===== src/rtl/arcade_input_cond.sv =====
// -----------------------------------------------------------------------------
// arcade_input_cond
// Conditions raw MiSTer joystick bits before they reach the game core.
//   - 1 ms prescaler producing tick_1ms
//   - 2-flop synchroniser + tick-based debounce on 10 raw bits
//   - pause button toggles a pause_request level on each debounced press
//   - each coin slot queues debounced presses (up to COIN_QMAX) and replays
//     them as COIN_PULSE_MS high pulses separated by COIN_GAP_MS low gaps
// Ports (all in clk_sys domain, all outputs registered):
//   clk_sys, reset (sync, active-high)
//   joy_dir_in[3:0] {up,down,left,right}, fire_in, start_in[1:0], coin_in[1:0],
//   pause_btn_in                                   -> raw active-high inputs
//   joy_dir[3:0], fire, start[1:0]                 -> debounced levels
//   coin[1:0]                                      -> shaped coin pulses
//   pause_request                                  -> toggled pause level
//   tick_1ms                                       -> 1-cycle strobe per tick
// -----------------------------------------------------------------------------
module arcade_input_cond #(
  parameter int unsigned TICK_DIV      = 18000,
  parameter int unsigned DEBOUNCE_MS   = 4,
  parameter int unsigned COIN_PULSE_MS = 100,
  parameter int unsigned COIN_GAP_MS   = 50,
  parameter int unsigned COIN_QMAX     = 3
) (
  input  logic       clk_sys,
  input  logic       reset,
  input  logic [3:0] joy_dir_in,
  input  logic       fire_in,
  input  logic [1:0] start_in,
  input  logic [1:0] coin_in,
  input  logic       pause_btn_in,
  output logic [3:0] joy_dir,
  output logic       fire,
  output logic [1:0] start,
  output logic [1:0] coin,
  output logic       pause_request,
  output logic       tick_1ms
);

  localparam int unsigned NB = 10;
  localparam int unsigned CW = (TICK_DIV > 2) ? $clog2(TICK_DIV) : 1;
  localparam logic [CW-1:0] DIV_LAST  = CW'(TICK_DIV - 1);
  localparam logic [3:0]    DB_LAST   = 4'(DEBOUNCE_MS - 1);
  localparam logic [7:0]    PULSE_LD  = 8'(COIN_PULSE_MS);
  localparam logic [7:0]    GAP_LD    = 8'(COIN_GAP_MS);
  localparam logic [1:0]    QMAX_V    = 2'(COIN_QMAX);

  typedef enum logic [1:0] {
    C_IDLE  = 2'd0,
    C_PULSE = 2'd1,
    C_GAP   = 2'd2
  } coin_state_e;

  // ---------------- prescaler ----------------
  logic [CW-1:0] div_q, div_d;
  logic          tick_q, tick_d;

  // Next prescaler count; the strobe is registered so it lands on the wrap.
  always_comb begin
    div_d  = div_q;
    tick_d = 1'b0;
    if (div_q == DIV_LAST) begin
      div_d  = '0;
      tick_d = 1'b1;
    end else begin
      div_d  = div_q + CW'(1);
      tick_d = 1'b0;
    end
  end

  // Prescaler state register.
  always_ff @(posedge clk_sys) begin
    if (reset) begin
      div_q  <= '0;
      tick_q <= 1'b0;
    end else begin
      div_q  <= div_d;
      tick_q <= tick_d;
    end
  end

  // ---------------- synchroniser + debounce ----------------
  // Bit map: [3:0] dir, [4] fire, [6:5] start, [8:7] coin, [9] pause.
  logic [NB-1:0]      raw_s;
  logic [NB-1:0]      sync1_q, sync2_q;
  logic [NB-1:0]      stable_q, stable_d;
  logic [NB-1:0][3:0] dbc_q, dbc_d;

  assign raw_s = {pause_btn_in, coin_in, start_in, fire_in, joy_dir_in};

  // Per-bit debounce: count ticks of disagreement, flip after DEBOUNCE_MS.
  always_comb begin
    stable_d = stable_q;
    dbc_d    = dbc_q;
    for (int b = 0; b < int'(NB); b++) begin
      if (sync2_q[b] == stable_q[b]) begin
        dbc_d[b] = 4'd0;
      end else if (tick_q) begin
        if (dbc_q[b] == DB_LAST) begin
          stable_d[b] = ~stable_q[b];
          dbc_d[b]    = 4'd0;
        end else begin
          dbc_d[b] = dbc_q[b] + 4'd1;
        end
      end else begin
        dbc_d[b] = dbc_q[b];
      end
    end
  end

  // Synchroniser and debounce state registers.
  always_ff @(posedge clk_sys) begin
    if (reset) begin
      sync1_q  <= '0;
      sync2_q  <= '0;
      stable_q <= '0;
      dbc_q    <= '0;
    end else begin
      sync1_q  <= raw_s;
      sync2_q  <= sync1_q;
      stable_q <= stable_d;
      dbc_q    <= dbc_d;
    end
  end

  // ---------------- level outputs, edge detect, pause ----------------
  logic [6:0] ctl_q;
  logic [2:0] prev_q;   // previous debounced {pause, coin2, coin1}
  logic [2:0] rise_s;
  logic       pause_q;

  assign rise_s = stable_q[9:7] & ~prev_q;

  // Registered control levels, edge history and pause toggle.
  always_ff @(posedge clk_sys) begin
    if (reset) begin
      ctl_q   <= '0;
      prev_q  <= '0;
      pause_q <= 1'b0;
    end else begin
      ctl_q   <= stable_q[6:0];
      prev_q  <= stable_q[9:7];
      pause_q <= pause_q ^ rise_s[2];
    end
  end

  // ---------------- coin shaping, one instance per slot ----------------
  for (genvar s = 0; s < 2; s++) begin : g_coin
    coin_state_e st_q, st_d;
    logic [7:0]  tmr_q, tmr_d;
    logic [1:0]  cq_q, cq_d;
    logic        coin_q, coin_d;
    logic        deq_s;
    logic [1:0]  after_deq_s;

    // Coin FSM next state; the queue frees a slot before accepting an edge.
    always_comb begin
      st_d   = st_q;
      tmr_d  = tmr_q;
      coin_d = coin_q;
      deq_s  = 1'b0;
      case (st_q)
        C_IDLE: begin
          if (cq_q != 2'd0) begin
            deq_s  = 1'b1;
            st_d   = C_PULSE;
            tmr_d  = PULSE_LD;
            coin_d = 1'b1;
          end else begin
            deq_s  = 1'b0;
          end
        end
        C_PULSE: begin
          if (tick_q) begin
            if (tmr_q == 8'd1) begin
              coin_d = 1'b0;
              tmr_d  = GAP_LD;
              st_d   = C_GAP;
            end else begin
              tmr_d = tmr_q - 8'd1;
            end
          end else begin
            tmr_d = tmr_q;
          end
        end
        C_GAP: begin
          if (tick_q) begin
            if (tmr_q == 8'd1) begin
              tmr_d = 8'd0;
              st_d  = C_IDLE;
            end else begin
              tmr_d = tmr_q - 8'd1;
            end
          end else begin
            tmr_d = tmr_q;
          end
        end
        default: begin
          st_d   = C_IDLE;
          tmr_d  = 8'd0;
          coin_d = 1'b0;
        end
      endcase
      after_deq_s = cq_q - {1'b0, deq_s};
      if (rise_s[s] && (after_deq_s != QMAX_V)) begin
        cq_d = after_deq_s + 2'd1;
      end else begin
        cq_d = after_deq_s;
      end
    end

    // Coin FSM, timer, queue and output register.
    always_ff @(posedge clk_sys) begin
      if (reset) begin
        st_q   <= C_IDLE;
        tmr_q  <= 8'd0;
        cq_q   <= 2'd0;
        coin_q <= 1'b0;
      end else begin
        st_q   <= st_d;
        tmr_q  <= tmr_d;
        cq_q   <= cq_d;
        coin_q <= coin_d;
      end
    end

    assign coin[s] = coin_q;
  end

  assign joy_dir       = ctl_q[3:0];
  assign fire          = ctl_q[4];
  assign start         = ctl_q[6:5];
  assign pause_request = pause_q;
  assign tick_1ms      = tick_q;

endmodule

===== config.mk =====
export PLATFORM = sky130hd
export DESIGN_NAME = arcade_input_cond
export DESIGN_NICKNAME = d
export VERILOG_FILES = /design/src/rtl/arcade_input_cond.sv
export SDC_FILE = /design/constraint.sdc
export NUM_CORES = 1
export LEC_CHECK = 0
export ABC_AREA = 1
export CORE_ASPECT_RATIO = 1.1
export CORE_MARGIN = 3
export CORE_UTILIZATION = 53
export CTS_CLUSTER_DIAMETER = 80
export CTS_CLUSTER_SIZE = 28
export DETAILED_ROUTE_END_ITERATION = 8
export PLACE_DENSITY = 0.74
export SETUP_SLACK_MARGIN = 0.3
export SLEW_MARGIN = 20
export SYNTH_ARGS = -nofsm -noshare
export SYNTH_HDL_FRONTEND = slang
export SYNTH_SLANG_ARGS = --single-unit

===== constraint.sdc =====
create_clock -name clk_sys -period 1.7 [get_ports clk_sys]
set_input_delay 0.17 -clock clk_sys [delete_from_list [all_inputs] [get_ports clk_sys]]
set_output_delay 0.17 -clock clk_sys [all_outputs]
set_load 0.02 [all_outputs]

After elaboration in Yosys (flattened, before gate mapping). Index checks and enable logic that the tools add are counted.

Memory bits (read-only): 0. Output and inout bits: 11. Bits in latches: 0. Word-level logic and storage cells: 198. Memory bits (writable): 0. Memories: 0. Bits in registers: 123.

Eq/ne operators: 39. Order comparisons: 0. Bitwise logic cells: 25. Shifts and indexed selects: 0. Reduce and logical (&&, ||, !) cells: 33. Multiplexer cells: 49. $mul: 0. Divide/modulo/power cells: 0. $add $sub $neg: 17.

Operators by type and width (number): 8-bit 2-to-1 mux (10); 8-bit case mux with 3 select lines (2); 4-bit by 1-bit adder with 4-bit output (second input constant) (10); 4-bit by 2-bit == test with 1-bit output (second input constant) (10); 4-bit 2-to-1 mux (10); 3-bit AND reduction (12); 2-bit 2-to-1 mux (12); 2-bit inequality test (second input constant) (12); 1-bit NOT (22); 2-bit OR reduction (11); 8-bit by 1-bit == test with 1-bit output (second input constant) (2); 8-bit by 1-bit subtractor with 8-bit output (second input constant) (2); 15-bit by 1-bit adder with 15-bit output (second input constant) (1); 15-bit == test (second input constant) (1); 2-bit case mux with 3 select lines (2); 1-bit 2-to-1 mux (11); 1-bit == test (10); 5-bit AND reduction (2); 4-bit AND reduction (2); 1-bit case mux with 3 select lines (2); 2-bit by 1-bit adder with 2-bit output (second input constant) (2); 2-bit by 1-bit == test with 1-bit output (second input constant) (2); 2-bit == test (second input constant) (2); 2-bit logical NOT (2); other kinds (6) (9).

Logic depth before layout (Yosys ltp).
Depth after elaboration: 7. Gate-level depth with buffers: 10.

Least setup slack after synthesis. Ideal clock, no wire load.

Kind: register to register. From: register g_coin[0].st_q[1]. To: register g_coin[0].cq_q[1]. Setup time: 132 ps. Slack: 10 ps. Arrival time: 1558 ps. Cell stages (with the launch flop): 11. Buffers on the path: 0. Cells stage by stage: dfxtp_1 -> nor2_4 -> o21ai_4 -> inv_2 -> ha_1 -> xor2_1 -> ha_1 -> nor3_1 -> inv_1 -> nand2_1 -> a21oi_1.

Longest elaborated chain between the ends: 6.

Ends and longest elaborated chain: start, declared (RTL line 149) `coin_state_e st_q, st_d;`; start signal, assigned (RTL line 220) `st_q <= st_d;`; 2-bit logical NOT (*) (RTL line 162) `case (st_q)`; 1-bit 2-to-1 mux (*) (RTL line 162); 2-bit by 1-bit subtractor with 2-bit output (*) (RTL line 204) `after_deq_s = cq_q - {1'b0, deq_s};`; branches (longest 2 deep; another with 2-bit by 1-bit adder with 2-bit output); 2-bit 2-to-1 mux (*) (RTL line 205) `if (rise_s[s] && (after_deq_s != QMAX_V)) begin`; end signal, assigned (RTL line 222) `cq_q <= cq_d;`; end, declared (RTL line 151) `logic [1:0] cq_q, cq_d;`.

Mark *: on every way between the ends. A chain may end at the register's enable or synchronous reset.

Worst setup path in the final report.
From: register g_coin[0].st_q[1]. To: register g_coin[0].cq_q[0].

The elaborated chain is that of the path after synthesis.

==> results.cfg <==
[outcome]
status = finished clean

[clocking]
tritoncts = yes
cts.sinks = 123
clk_path_buf_depth = 2
h-tree-depth = 4
cts_root_buf = clkbuf_8
clock_latency_ps = 520
cts_made_buffers = 17
clk_pin_slew_ps = 60

[finish]
final_cell_count_no_fill = 893
drive_above_1_share_pct = 20.88
num-fill-cells = 683
final_nets = 794
n_antenna_cell = 0
final_util_pct = 72.23
area_delta_synth_final_pct = 29.01

[logic_synthesis]
yosys-top-cells-area = dfxtp_1, nand2_1, inv_1
synth.cell_area_sq_um = 5391
ys_ff_latch = 123
syn_area_per_cell_sq_um = 7.669
synth_top_area_share_pct = 45.67
yosys_most_used_dff = dfxtp_1
synth_top_area_cell = dfxtp_1
yosys_warnings = 0
async_flop_share_pct = 0
yosysSeqAreaShare_pct = 45.67
yosysUniqueCellTypes = 42
synth_cells = 703
synth_edf_count = 0
synth_nets = 734

[power_and_ir_drop]
powerDensity_nw_per_um2 = 1495
combinationalPowerShare_pct = 31.5
p_sw_w = 0.003357
power.internal_w = 0.007044
vdd_drop_max_mv = 0.7293
power_switching_share_pct = 32.28
p_clk_share_pct = 35.8
total_leakage_power_nw = 2.876
pwr-share-seq_pct = 32.7

[timing]
hold_viol_final = 0
fin_skew_ps = 6.453
fin_setup_tns_ps = 0
rsz0062_at_grt = true
finalSetupViolCount = 0
finalCriticalPeriod_ps = 1553
timing.fmax_ghz = 0.6439
fin_ws_ps = 146.9
holdWs_ps = 94.70
fin_crit_sh_pct = 91.36
report.final.slew_viol_count = 0
max_slew_margin_pct = 64.45
worst_pin_slew_ps = 532.7

[placement]
io_buffers = 22
routabilityCongestion = 0.8582
hpwl_um = 6912
placed_cells = 835
pre_cts_ws_ps = 64.44

[routing]
avgRoutedWirePerCell_um = 13.32
drt_iter0_markers = 154
antenna_left = 0
dr.pass1.iters = 4
vias = 4666
via_per_inst = 5.225
drt-total-wl_um = 11900
drc_errors = 0

[floorplanning]
rows = 37
core_area_sq_um = 9629
die-width_um = 102.2
io_pins = 23
die_y_um = 111.8
start_util_pct = 55.99
die_area_sq_um = 11420

[worst_setup_path]
crit_fanout = 4
cp.arrival_ps = 1950
crit_required_ps = 2100
critPathCaptureType = flop
crit_type = flop to flop
startpoint_type = flop

[global_route]
grt_pass1_vias = 4422
grt_pass1_wl_um = 18960
grt_max_degree = 43
grt_antenna_before_repair = 0
grt_remaining_overflow = 0
grt_use_total_pct = 20.35

[worst_hold_path]
worstHoldPathType = primary input to flop

[run]
drv_cap = 0
-- layout make-up --
type,count,area [sq um],area share (%)
repair buffers,59,544.3,7.825
multi-input cells,464,2778,39.94
flip-flops and latches,123,2494,35.85
clock buffers,20,445.4,6.404
well taps,117,146.4,2.105
inverters,98,377.9,5.433
clock inverters,12,170.2,2.446
-- final timing paths --
check	to	slack (ps)	depth (start not counted)	startpoint
min	g_coin[0].st_q[1]	90	3	reset
max reg2reg	g_coin[0].cq_q[0]	150	9	g_coin[0].st_q[1]
min reg2reg	sync2_q[7]	400	2	sync1_q[7]
max	g_coin[0].cq_q[0]	150	9	g_coin[0].st_q[1]
-- synth_stat cells (all sizes together), types with 2 or more instances --
library cell	instances
o21ai	32
a21oi	56
nor4	2
a2111oi	5
o22ai	2
or2	12
xor2	21
xnor2	4
nor3b	4
a31oi	3
nand3	33
nor2	98
nand2	139
clkbuf	4
nand4	12
a21boi	2
buf	14
dfxtp	123
nor3	17
ha	19
inv	98
-- power by group through the flow --
| stage | Combinational [W] | Sequential [W] | Clock [W] |
|---|---|---|---|
| finish | 0.00328 | 0.00340 | 0.00373 |
| global route | 0.00360 | 0.00343 | 0.00390 |
| CTS | 0.00257 | 0.00336 | 0.00377 |
| detailed placement | 0.00228 | 0.00341 | 0 |
| global placement | 0.00216 | 0.00340 | 0 |
| floorplan | 0.00182 | 0.00336 | 0 |
-- timing repair --
action,4_1_cts,5_1_grt
setup buffers,12,12
setup endpoints to repair,36,49
gates resized for setup,35,65
pin swaps,14,18
gates cloned,1,1
hold buffers,0,0
-- cell usage in the layout (no fill, tap or decap), types with 17 or more instances in the layout --
| cell type | count |
|---|---|
| nor2_1 | 82 |
| xor2_1 | 19 |
| buf_4 | 26 |
| inv_1 | 92 |
| dfxtp_1 | 110 |
| o21ai_0 | 20 |
| clkbuf_16 | 17 |
| a21oi_1 | 52 |
| nand2_1 | 125 |
| nand3_1 | 29 |
-- sequential cells by signal, indices dropped and copies added (netlist names) --
register	flops
g_coin.coin_q	2
sync1_q	10
g_coin.tmr_q	16
g_coin.cq_q	4
prev_q	3
stable_q	10
dbc_q	40
ctl_q	7
tick_1ms	1
div_q	15
g_coin.st_q	4
sync2_q	10
pause_request	1
-- through the flow --
stage / power (W) / area [sq um]
CTS: 0.009694 / 6596
finish: 0.01040 / 6955
floorplan: 0.005177 / 5441
global route: 0.01093 / 6955
detailed placement: 0.005694 / 5821
global placement: 0.005561 / 5821
-- cell families after synthesis --
family	after synthesis	synth area share, %
xor+xnor	25	4.061
buf+inv	116	8.540
simple gates	318	26.71
flops	123	45.67
compound gates	102	10.61
fa+ha+maj	19	4.409
-- per-layer routing --
metal,GRT usage (%),share of wire [%]
met5,0,0
met4,8.661,2.2
met1,23.95,43
met3,5.075,4.2
met2,34.68,51
-- critical path, stage by stage, from the launching register on --
cell and delay, ps:
dfxtp_4 350, nor2_4 150, o21ai_4 80, inv_2 80, ha_4 150, xor2_4 190, ha_4 160, nor3_4 40
o21ai_1 170, a21oi_1 60
No activity file was read; power rests on OpenSTA's default activity.
